==> config.mk <==
export PLATFORM = sky130hd
export DESIGN_NAME = cei_bank_rr_arbiter
export DESIGN_NICKNAME = d
export VERILOG_FILES = /design/src/rtl/cei_mochila_pkg.sv /design/src/rtl/cei_idx_fifo.sv /design/src/rtl/cei_bank_rr_arbiter.sv
export SDC_FILE = /design/constraint.sdc
export NUM_CORES = 1
export LEC_CHECK = 0
export ABC_AREA = 1
export BUFFER_PORTS_ARGS = -buffer_cell sky130_fd_sc_hd__buf_2
export CAP_MARGIN = 10
export CORE_AREA = 4 4 248 250
export DETAILED_ROUTE_END_ITERATION = 6
export DIE_AREA = 0 0 252 254
export HOLD_SLACK_MARGIN = 0.08
export SLEW_MARGIN = 0
export SYNTH_ARGS = -nofsm -noshare
export SYNTH_HDL_FRONTEND = slang
export SYNTH_HIERARCHICAL = 1
export SYNTH_SLANG_ARGS = --single-unit
==> constraint.sdc <==
create_clock -name clk_i -period 4.64 [get_ports clk_i]
set_clock_uncertainty 0.2 [all_clocks]
set_input_delay 1.16 -clock clk_i [delete_from_list [all_inputs] [get_ports clk_i]]
set_output_delay 1.16 -clock clk_i [all_outputs]
set_load 0.02 [all_outputs]
==> src/rtl/cei_mochila_pkg.sv <==
// Shared system constants for the cei_mochila system bus and its bank arbiters.
package cei_mochila_pkg;

  localparam int SYSTEM_XBAR_NMASTER      = 7;
  localparam int LOG_SYSTEM_XBAR_NMASTER  = 3;
  localparam int BANK_ARB_MAX_OUTSTANDING = 2;

  typedef logic [LOG_SYSTEM_XBAR_NMASTER-1:0] bank_arb_idx_t;

endpackage

==> src/rtl/cei_idx_fifo.sv <==
// Small circular FIFO holding the master index of each issued-but-unanswered bank transaction.
module cei_idx_fifo #(
  parameter int DEPTH = 2,
  parameter int WIDTH = 3
) (
  input  logic             clk_i,
  input  logic             rst_ni,
  input  logic             push_i,
  input  logic             pop_i,
  input  logic [WIDTH-1:0] data_i,
  output logic [WIDTH-1:0] data_o,
  output logic             full_o,
  output logic             empty_o
);

  localparam int PTR_W = (DEPTH > 1) ? $clog2(DEPTH) : 1;
  localparam int CNT_W = $clog2(DEPTH + 1);

  logic [WIDTH-1:0] mem [DEPTH];
  logic [PTR_W-1:0] wr_ptr, rd_ptr;
  logic [CNT_W-1:0] count;
  logic             do_push, do_pop;

  function automatic logic [PTR_W-1:0] next_ptr(input logic [PTR_W-1:0] p);
    return (p == PTR_W'(DEPTH - 1)) ? '0 : p + 1'b1;
  endfunction

  assign full_o  = (count == CNT_W'(DEPTH));
  assign empty_o = (count == '0);
  assign data_o  = mem[rd_ptr];
  assign do_push = push_i && !full_o;
  assign do_pop  = pop_i && !empty_o;

  // Storage carries no reset; validity is tracked solely by count.
  always_ff @(posedge clk_i) begin
    if (do_push) mem[wr_ptr] <= data_i;
  end

  always_ff @(posedge clk_i) begin
    if (!rst_ni) begin
      wr_ptr <= '0;
      rd_ptr <= '0;
      count  <= '0;
    end else begin
      if (do_push) wr_ptr <= next_ptr(wr_ptr);
      if (do_pop)  rd_ptr <= next_ptr(rd_ptr);
      case ({do_push, do_pop})
        2'b10:   count <= count + 1'b1;
        2'b01:   count <= count - 1'b1;
        default: count <= count;
      endcase
    end
  end

endmodule

==> src/rtl/cei_bank_rr_arbiter.sv <==
// Round-robin arbiter sharing one single-ported memory bank among the system-bus masters,
// with in-order response routing via an outstanding-index FIFO.
module cei_bank_rr_arbiter
  import cei_mochila_pkg::*;
#(
  parameter int NMASTER         = SYSTEM_XBAR_NMASTER,
  parameter int MAX_OUTSTANDING = BANK_ARB_MAX_OUTSTANDING,
  parameter int ADDR_W          = 32,
  parameter int DATA_W          = 32
) (
  input  logic                           clk_i,
  input  logic                           rst_ni,
  input  logic [NMASTER-1:0]             m_req_i,
  input  logic [NMASTER-1:0]             m_we_i,
  input  logic [NMASTER-1:0][3:0]        m_be_i,
  input  logic [NMASTER-1:0][ADDR_W-1:0] m_addr_i,
  input  logic [NMASTER-1:0][DATA_W-1:0] m_wdata_i,
  output logic [NMASTER-1:0]             m_gnt_o,
  output logic [NMASTER-1:0]             m_rvalid_o,
  output logic [DATA_W-1:0]              m_rdata_o,
  output logic                           s_req_o,
  output logic                           s_we_o,
  output logic [3:0]                     s_be_o,
  output logic [ADDR_W-1:0]              s_addr_o,
  output logic [DATA_W-1:0]              s_wdata_o,
  input  logic                           s_gnt_i,
  input  logic                           s_rvalid_i,
  input  logic [DATA_W-1:0]              s_rdata_i,
  output logic                           resp_err_o
);

  localparam int IDX_W = (NMASTER > 1) ? $clog2(NMASTER) : 1;
  typedef logic [IDX_W-1:0] idx_t;

  idx_t rr_ptr, win, head;
  logic any_req, full, empty, handshake, pop;
  int   idx;

  // Descending scan so the candidate closest above rr_ptr is the last to overwrite win.
  always_comb begin
    win     = '0;
    any_req = 1'b0;
    idx     = 0;
    for (int k = NMASTER - 1; k >= 0; k--) begin
      idx = int'(rr_ptr) + k;
      if (idx >= NMASTER) idx = idx - NMASTER;
      if (m_req_i[idx]) begin
        win     = idx_t'(idx);
        any_req = 1'b1;
      end
    end
  end

  assign s_req_o   = any_req && !full;
  assign handshake = s_req_o && s_gnt_i;
  assign pop       = s_rvalid_i && !empty;

  assign s_we_o    = m_we_i[win];
  assign s_be_o    = m_be_i[win];
  assign s_addr_o  = m_addr_i[win];
  assign s_wdata_o = m_wdata_i[win];
  assign m_rdata_o = s_rdata_i;

  always_comb begin
    m_gnt_o    = '0;
    m_rvalid_o = '0;
    if (handshake) m_gnt_o[win]    = 1'b1;
    if (pop)       m_rvalid_o[head] = 1'b1;
  end

  cei_idx_fifo #(
    .DEPTH (MAX_OUTSTANDING),
    .WIDTH (IDX_W)
  ) u_idx_fifo (
    .clk_i   (clk_i),
    .rst_ni  (rst_ni),
    .push_i  (handshake),
    .pop_i   (pop),
    .data_i  (win),
    .data_o  (head),
    .full_o  (full),
    .empty_o (empty)
  );

  // Pointer moves past the winner only when served, so a stalled requester keeps priority.
  always_ff @(posedge clk_i) begin
    if (!rst_ni) begin
      rr_ptr     <= '0;
      resp_err_o <= 1'b0;
    end else begin
      if (handshake)
        rr_ptr <= (win == idx_t'(NMASTER - 1)) ? '0 : win + 1'b1;
      if (s_rvalid_i && empty)
        resp_err_o <= 1'b1;
    end
  end

endmodule

=== Yosys cells after proc, flatten, opt, wreduce, memory -nomap -nowiden ===
Memories as Yosys holds them, arrays and structs flattened. A register that Yosys moved wholly into a read port is not among the register bits.
Cells that the tools add are included.

* $lt $le $gt $ge: 18
* Equality and inequality tests: 4
* Multiplexer cells: 64
* Reduce and logical (&&, ||, !) cells: 12
* Add/sub/neg operators: 18

{| class="wikitable"
|+ Operators with widths
! cell !! number
|-
| $mux W32 || 9
|-
| $lt A32 B5 Y1 const B || 7
|-
| $bmux W32 S3 || 2
|-
| $mux W1 || 30
|-
| $sub A4 B3 Y5 const B || 6
|-
| $bmux W1 S3 || 8
|-
| $ge A4 B3 Y1 const B || 6
|-
| $mux W3 || 8
|-
| $mux W7 || 2
|-
| $add A3 B3 Y4 const B || 3
|-
| $bmux W4 S3 || 1
|-
| $add A3 B2 Y4 const B || 2
|-
| $logic_and A1 B1 Y1 || 8
|-
| $lt A3 B4 Y1 const B || 2
|-
| $demux W1 S3 || 2
|-
| $ge A3 B1 Y1 const B || 2
|-
| $add A3 B1 Y4 const B || 1
|-
| $eq A2 B2 Y1 const B || 2
|-
| $mux W4 || 1
|-
| $pmux W2 S2 || 1
|-
| $sub A3 B3 Y4 const B || 1
|-
| $add A3 B1 Y3 const B || 1
|-
| $eq A3 B3 Y1 const B || 1
|-
| $ge A3 B3 Y1 const B || 1
|-
| 7 further kinds || 9
|}

* Bits of input ports: 526
* RAM bits: 6
* Register bits: 8
* Output and inout port bits: 117
* Word-level logic and storage cells: 122
* Memories kept: 1

{| class="wikitable"
|+ Memory list
! memory !! words !! width !! read ports !! clocked after Yosys merged registers in !! write ports !! RTL line !! text
|-
| u_idx_fifo.mem || 2 || 3 || 1 || 1 || 1 || cei_idx_fifo.sv:19 || <nowiki>logic [WIDTH-1:0] mem [DEPTH];</nowiki>
|}

=== Depth between registers and ports, before layout ===
Gate-level depths: netlist of the first run.

* Depth after elaboration: 18
* Mapped depth: 29
* Gate-level depth less buffers: 27

=== By module ===
Netlist of the first run, hierarchy kept.

{| class="wikitable"
|+ Modules (own cells, without submodules)
! module !! cells an instance !! area an instance (um^2) !! times used !! seq. area each (um^2)
|-
| cei_bank_rr_arbiter || 1777 || 8057.7 || 1 || 80.1
|-
| cei_idx_fifo || 49 || 478.0 || 1 || 280.3
|}

=== Least setup slack after synthesis of the first run ===
Ideal clock, no wire load.

* Path type: flip-flop to output port
* From: register rr_ptr[2]
* To: output port s_addr_o[22]
* Buffers on the path: 3
* Arrival: 3.097 ns
* Cell stages (with the launch flop): 24
* Path slack: 0.183 ns
* Required time: 3.280 ns
* Cell sequence: dfxtp_1 inv_1 ha_1 inv_1 nand2_1 nand2_1 xor2_2 nand2_1 o211ai_1 nand2_1 nand2_1 nand2_1 o21ai_1 inv_2 nand2_4 nand2_1 buf_6 buf_6 buf_6 nand2_1 nand3_1 nand2_1 nand2_1 nand2_1

* Cells in the longest elaborated chain, start to end: 15
* Elaborated cells between the ends (all ways): 57
* Classes of those cells: 13 x add/sub; 7 x order compare; 37 x mux

{| class="wikitable"
|+ RTL lines
! item !! RTL line !! text
|-
| from (decl) || cei_bank_rr_arbiter.sv:35 || <nowiki>idx_t rr_ptr, win, head;</nowiki>
|-
| from (signal assigned) || cei_bank_rr_arbiter.sv:92 || <nowiki>rr_ptr <= (win == idx_t'(NMASTER - 1)) ? '0 : win + 1'b1;</nowiki>
|-
| $add A3 B3 Y4 || cei_bank_rr_arbiter.sv:45 || <nowiki>idx = int'(rr_ptr) + k;</nowiki>
|-
| $sub A4 B3 Y5 / $ge A4 B3 Y1 (equally long branches) || cei_bank_rr_arbiter.sv:46 || <nowiki>if (idx >= NMASTER) idx = idx - NMASTER;</nowiki>
|-
| $mux W32 || cei_bank_rr_arbiter.sv:46 ||
|-
| $bmux W1 S3 || cei_bank_rr_arbiter.sv:47 || <nowiki>if (m_req_i[idx]) begin</nowiki>
|-
| $mux W1 (not written as such) (2 in a row) || cei_bank_rr_arbiter.sv:47 ||
|-
| $mux W3 (6 in a row) || cei_bank_rr_arbiter.sv:47 ||
|-
| $mux W3 * || cei_bank_rr_arbiter.sv:47 ||
|-
| $bmux W32 S3 * || cei_bank_rr_arbiter.sv:60 || <nowiki>assign s_addr_o = m_addr_i[win];</nowiki>
|-
| $mux W32 (not written as such) * || cei_bank_rr_arbiter.sv:60 ||
|-
| to (decl) || cei_bank_rr_arbiter.sv:24 || <nowiki>output logic [ADDR_W-1:0] s_addr_o,</nowiki>
|}

Every way passes the cells marked *; elsewhere a longest branch is shown, timed or not. The select of a mux whose other input is x is not followed.

=== Worst setup path after layout of the first run ===
* From: register rr_ptr[1]
* To: output port s_addr_o[3]

Same word-level chain as after synthesis.

==> results of run 1 <==
==> critical path: cells and delay by family (launching register included) <==
family / cells / cell delay (ps)
and+or+nand+nor: 16 / 1190
adders and majority gates: 1 / 160
AOI/OAI and AO/OA: 2 / 410
DFF: 1 / 370
buffers and inverters: 9 / 1170
==> layer usage <==
layer / vias up / share of wire
met4: 0 / 0.031
li1: 6936 / -
met3: 109 / 0.083
met2: 750 / 0.46
met5: - / 0
met1: 6407 / 0.42
==> cells by family after synthesis <==
group / count (synthesis) / share of synthesized area
XOR/XNOR: 4 / 0.00586
AND/OR/NAND/NOR: 1245 / 0.643
buffers and inverters: 488 / 0.248
flip-flops: 15 / 0.0422
adder cells (fa/ha/maj): 12 / 0.0176
multiplexers: 3 / 0.00396
AO/OA/AOI/OAI: 59 / 0.0391
==> how the worst max path moves through the flow <==
stage,startpoint,to,slack [ps],cells after the start
3_3_place_gp,m_req_i[2],s_wdata_o[26],-670,24
4_1_cts,rr_ptr[0],s_wdata_o[17],-310,32
6_report,rr_ptr[1],s_addr_o[3],-330,28
3_5_place_dp,rr_ptr[1],s_wdata_o[26],-690,28
5_1_grt,rr_ptr[1],s_wdata_o[4],-480,30
2_1_floorplan,rr_ptr[2],s_addr_o[22],180,23
==> flip-flops by register name, indices dropped and copies added (netlist names), named ones only <==
| register | count |
|---|---|
| resp_err_o | 1 |
| rr_ptr | 3 |
| u_idx_fifo/count | 2 |
| u_idx_fifo/mem | 6 |
| u_idx_fifo/rd_ptr | 1 |
| u_idx_fifo/wr_ptr | 1 |
==> through the flow <==
stage / util / cells / worst slack [ps]
6_report: 0.278 / 3284 / -331
5_1_grt: 0.277 / 3282 / -485
4_1_cts: 0.260 / 3246 / -313
3_5_place_dp: 0.222 / 3190 / -693
3_3_place_gp: 0.222 / 3190 / -666
2_1_floorplan: - / 1826 / 183
==> area by class of cell <==
| cell class | instances | area, sq um |
|---|---|---|
| fillers | 6729 | 42600 |
| repair buffers | 820 | 6400 |
| diodes | 5 | 12.5 |
| clock buffers | 3 | 75.1 |
| inverters | 344 | 1360 |
| flip-flops and latches | 15 | 369 |
| clock inverters | 1 | 5.00 |
| well taps | 773 | 967 |
| multi-input cells | 1323 | 7180 |
==> synth_stat cells (all sizes together), types with 2 or more instances <==
library cell and count:
nor3 3, ha 12, edfxtp 6, nand2 749, nand3b 69, clkbuf 47
o21ai 35, inv 344, xor2 3, nor2 44, mux2 3, dfxtp 9
a21oi 15, o211ai 4, a31oi 2, nand3 374, buf 97, nand4 3
and2 2
==> what timing repair did <==
item / in CTS / in global routing
pin swaps: 100 / 97
resized for setup: 383 / 171
setup endpoints to repair: 76 / 76
cloned: 17 / 9
buffers inserted: 35 / 26
==> summary.txt, run 1 <==
Worst hold path
  – Hold path cells: 2
  – Endpoint, Worst Hold: resp_err_o
  – Hold path startpoint: resp_err_o
  – Worst Hold Class: flop to flop

Routing
  – Vias: 14,200
  – Drt wl/cell: around 18 um
  – DRT antenna net count: 0
  – Final WL: around 60,000 um
  – Post-route DRC: 16
  – Vias/cell: around 4.3
  – Drt initial violations: between 1,000 and 1,500
  – First-pass iteration count of the detailed router: 7

Global route
  – Vias in the first global route: 13,100
  – Largest net degree at the start of global routing: between 80 and 90
  – Tot GR Track Use: 0.162
  – Grt met2 use: 0.268
  – GR Util met3: 0.0212
  – GR peak layer: met2
  – Initial antenna violation count: 7
  – Gr ovfl total: 0
  – Global-route wire length before repair: 79,800 um
  – GR Util met1: 0.222

Yosys
  – Post-Syn Instances: 1,826
  – Syn Area/Cell: 4.67 sq um
  – Post-synth EDFFs: 6
  – Ys flop type: dfxtp_1
  – Synth cell types: 38
  – Async SR Flop Fraction: 0
  – Synth top area cells: nand2_1 32%, nand3_1 22%, inv_1 15%
  – Register area share after synthesis: 0.0422
  – Synth top area share: 0.323
  – Syn_nets: 2,364
  – Synthesized flop and latch total: 15
  – Synthesis Warnings: 6
  – Mapped cell area: 0.00854 sq mm
  – Yosys top cell by area: nand2_1

STA
  – Period minus WS final: 4970 ps
  – Hold Vio Cnt, Final: 0
  – Max-slew headroom: 0.722
  – Max-slew violation total from the final report: 0
  – RSZ-0062 raised after global routing: yes
  – Max Freq: between 0.2 and 0.25 GHz
  – Setup tns final: -18,290 ps
  – Post-route clock period utilization: 1.07
  – Hold Slack: approximately 270 ps
  – # setup viols final: 76
  – Worst-margin pin slew: around 420 ps
  – Final WS setup: -331 ps

Worst setup path
  – FF-to-FF End: u_idx_fifo/count[1]
  – Reg2reg start: rr_ptr[1]
  – R2R setup slack: around 700 ps
  – Worst EP required: 3280 ps
  – Endpoint type of the worst setup path: output pin
  – Crit Path Category: flop to output pin
  – CP max FO: 16
  – Slowest-stage cell, CP: dfxtp_4
  – Highest cell delay on the worst timing path: approximately 370 ps
  – Type of origin of the critical path: flop
  – Crit path DAT: 3610 ps
  – R2r worst-path depth: 29

Cells and area
  – Most frequent cells in the layout: 644 x nand2_1, 500 x buf_2, 309 x inv_1
  – Commonest non-fill, non-tap cell in the layout: nand2_1
  – Design Area, Final: between 0.015 and 0.02 sq mm
  – Fin nets: between 3,000 and 4,000
  – Layout cell share with drive strength beyond 1: 0.437
  – Area grow syn2layout: 91.9%

Clock tree
  – CTS Hold Bufs: 0
  – CTS tree: yes
  – Clk_lat worst skew: roughly 250 ps
  – Max H-tree Level: 1
  – Root buffer selected by CTS: clkbuf_16
  – Clk buf depth: 2
  – Clk sink count: 15
  – CTS buffer count: 3
  – Clock-pin slew on the worst setup and hold paths: ~50 ps

Floorplan
  – I/O Pins: between 600 and 700
  – Die area: about 0.064 sq mm
  – CORE AREA: approximately 0.06 sq mm
  – Row count: between 80 and 90
  – Die height: ~250 um
  – Initial Util: 0.145
  – Chip width: roughly 250 um

Outcome
  – Status: finished, violations left
  – Violated checks: design-rule violations, negative setup slack

Placement
  – I/O Buffers: around 580
  – Detailed Place HPWL: about 41,000 um
  – Global placer's final weighted congestion: about 0.94
  – Post-Place Cell Area: 0.0131 sq mm

Job
  – Max-cap violations: 0
Power of run 1 is left out: the tool's default activity adds up to more than one toggle a clock period on the data nets, which glitch-free logic cannot reach.
==> run 2: changes to the inputs <==
--- a/config.mk
+++ b/config.mk
@@ -12,6 +12,7 @@
 export DETAILED_ROUTE_END_ITERATION = 6
 export DIE_AREA = 0 0 252 254
 export HOLD_SLACK_MARGIN = 0.08
+export SETUP_SLACK_MARGIN = 0.2
 export SLEW_MARGIN = 0
 export SYNTH_ARGS = -nofsm -noshare
 export SYNTH_HDL_FRONTEND = slang
==> summary.txt, run 2 (same netlist as run 1, synthesis figures left out) <==
Outcome
  – Status: finished, violations left (unchanged)
  – Violated checks: negative setup slack (was design-rule violations, negative setup slack)

Clock tree
  – Clock-pin slew on the worst setup and hold paths: 50 ps (about the same)
  – Clk sink count: 15 (unchanged)
  – Clk buf depth: 2 (unchanged)
  – CTS Hold Bufs: 0 (unchanged)
  – CTS tree: yes (unchanged)
  – Root buffer selected by CTS: clkbuf_16 (unchanged)
  – Max H-tree Level: 1 (unchanged)
  – Clk_lat worst skew: 240 ps (was 250 ps)
  – CTS buffer count: 3 (unchanged)

Cells and area
  – Finished Core Util: 0.295 (was 0.278)
  – Commonest non-fill, non-tap cell in the layout: nand2_1 (unchanged)
  – Most frequent cells in the layout: 578 x nand2_1, 501 x buf_2, 307 x inv_1 (was 644 x nand2_1, 500 x buf_2, 309 x inv_1)
  – Max FFs per register: 6 (unchanged)
  – Largest reg by FF count: u_idx_fifo/mem (unchanged)
  – Registers with the most flip-flops: u_idx_fifo/mem x6, rr_ptr x3, u_idx_fifo/count x2 (unchanged)
  – Filler Cell Count: 6,542 (was 6,729)
  – Fin nets: 3,077 (was 3,045)
  – Area grow syn2layout: 104% (was 91.9%)
  – Layout cell share with drive strength beyond 1: 0.470 (was 0.437)

Floorplan
  – CORE AREA: 0.0590 sq mm (unchanged)
  – Initial Util: 0.145 (unchanged)
  – Die area: 0.0640 sq mm (unchanged)
  – I/O Pins: 643 (unchanged)
  – Die height: 254 um (unchanged)
  – Row count: 89 (unchanged)
  – Chip width: 252 um (unchanged)

Global route
  – Vias in the first global route: 13,500 (was 13,100)
  – Tot GR Track Use: 0.166 (was 0.162)
  – Largest net degree at the start of global routing: 43 (was 81)
  – Initial antenna violation count: 8 (was 7)
  – Gr ovfl total: 0 (unchanged)
  – Global-route wire length before repair: 81,500 um (was 79,800 um)

Worst setup path
  – CP max FO: 7 (was 16)
  – Reg2reg start: rr_ptr[1] (unchanged)
  – Endpoint type of the worst setup path: output pin (unchanged)
  – FF-to-FF End: u_idx_fifo/count[1] (unchanged)
  – R2R setup slack: 810 ps (was 680 ps)
  – Crit path DAT: 3540 ps (was 3610 ps)
  – Type of origin of the critical path: flop (unchanged)
  – R2r worst-path depth: 29 (unchanged)
  – Crit Path Category: flop to output pin (unchanged)
  – Worst EP required: 3280 ps (about the same)

Worst hold path
  – Hold path startpoint: resp_err_o (unchanged)
  – Hold path cells: 2 (unchanged)
  – Worst Hold Class: flop to flop (unchanged)
  – Endpoint, Worst Hold: resp_err_o (unchanged)

Routing
  – Drt wl/cell: 18.2 um (about the same)
  – Drt initial violations: 1,166 (was 1,281)
  – Post-route DRC: 0 (was 16)
  – First-pass iteration count of the detailed router: 7 (unchanged)
  – Vias: 14,400 (was 14,200)
  – Final WL: 60,500 um (was 59,800 um)
  – Vias/cell: 4.33 (was 4.32)
  – DRT antenna net count: 0 (unchanged)

STA
  – Hold Vio Cnt, Final: 0 (unchanged)
  – # setup viols final: 74 (was 76)
  – RSZ-0062 raised after global routing: yes (unchanged)
  – Max-slew violation total from the final report: 0 (unchanged)
  – Post-route clock period utilization: 1.06 (was 1.07)
  – Final WS setup: -264 ps (was -331 ps)
  – Period minus WS final: 4900 ps (was 4970 ps)
  – Worst-margin pin slew: 417 ps (about the same)
  – Max-slew headroom: 0.721 (was 0.722)
  – Max Freq: 0.204 GHz (was 0.201 GHz)
  – Setup tns final: -14,090 ps (was -18,290 ps)

Placement
  – I/O Buffers: 578 (unchanged)
  – Global placer's final weighted congestion: 0.968 (was 0.939)
  – Detailed Place HPWL: 40,900 um (was 41,200 um)

Job
  – Max-cap violations: 0 (unchanged)
-- run 2: changes by cell type in the layout (fill, tap and decap cells not counted), moves of 7 or more --
cell / previous run / this run
buf_12: 35 / 46
buf_16: 23 / 33
buf_4: 148 / 137
buf_6: 99 / 111
buf_8: 5 / 14
nand2_1: 644 / 578
nand2_2: 79 / 116
nand2_4: 20 / 48
o21ai_2: 10 / 3
-- run 2: through the flow --
step           std cells  setup slack [ps]  hold slack, ps  cell area [sq um]
4_1_cts             3279              -209             271              16000
6_report            3315              -264             273              17400
2_1_floorplan       1826               276             259               8540
3_3_place_gp        3203              -314             262              13200
5_1_grt             3312              -419             292              17400
3_5_place_dp        3203              -318             259              13200
-- run 2: how the worst max path moves through the flow --
stage | startpoint | endpoint | slack, ps | cells past startpoint
after floorplan | rr_ptr[1] | s_addr_o[22] | 280 | 27
after global placement | m_req_i[5] | s_wdata_o[26] | -310 | 19
after detailed placement | m_req_i[3] | s_wdata_o[24] | -320 | 21
after CTS | rr_ptr[0] | s_wdata_o[6] | -210 | 27
after global routing | rr_ptr[1] | s_addr_o[12] | -420 | 27
final | rr_ptr[1] | s_addr_o[10] | -260 | 27
-- run 2: final cells by class --
cell class / count / area (sq um) / share of cell area
Clock inverter: 1 / 5.00 / 0.000287
Sequential cell: 15 / 369 / 0.0212
Clock buffer: 3 / 75.1 / 0.00431
Antenna cell: 4 / 10.0 / 0.000575
Inverter: 344 / 1330 / 0.0764
Tap cell: 773 / 967 / 0.0555
Multi-Input combinational cell: 1323 / 7570 / 0.435
Timing Repair Buffer: 852 / 7090 / 0.407
-- run 2: metal layers --
metal | vias to the layer above | track usage | wire length (um)
met3 | 120 | 0.0329 | 5910
met2 | 787 | 0.278 | 28600
li1 | 7007 | - | -
met1 | 6446 | 0.215 | 23900
met4 | 6 | 0.0564 | 2080
met5 | - | 0 | 34
-- run 2: critical path: stages (launching register included) --
cell and delay, ps:
dfxtp_4 370, buf_6 140, ha_4 160, a21oi_4 250, buf_6 160, nand2_8 90
o21ai_2 200, nand3_1 140, nand2_2 90, nand2_2 70, nand2_2 100, nand2_2 50
nand3_2 70, nand3_2 60, nand2_2 80, nand2_4 60, nand2_8 90, nand2_8 120
buf_12 180, buf_6 120, buf_8 120, buf_6 110, nand2_1 50, nand3_1 80
nand2_1 60, inv_1 30, nand2_1 80, buf_6 120
-- run 2: what timing repair did --
item | 4_1_cts | 5_1_grt
gates cloned | 31 | 8
pin swaps | 59 | 141
buffers inserted | 41 | 24
setup endpoints to repair | 76 | 76
resized for setup | 404 | 274
Power of run 2 is left out for the same reason.
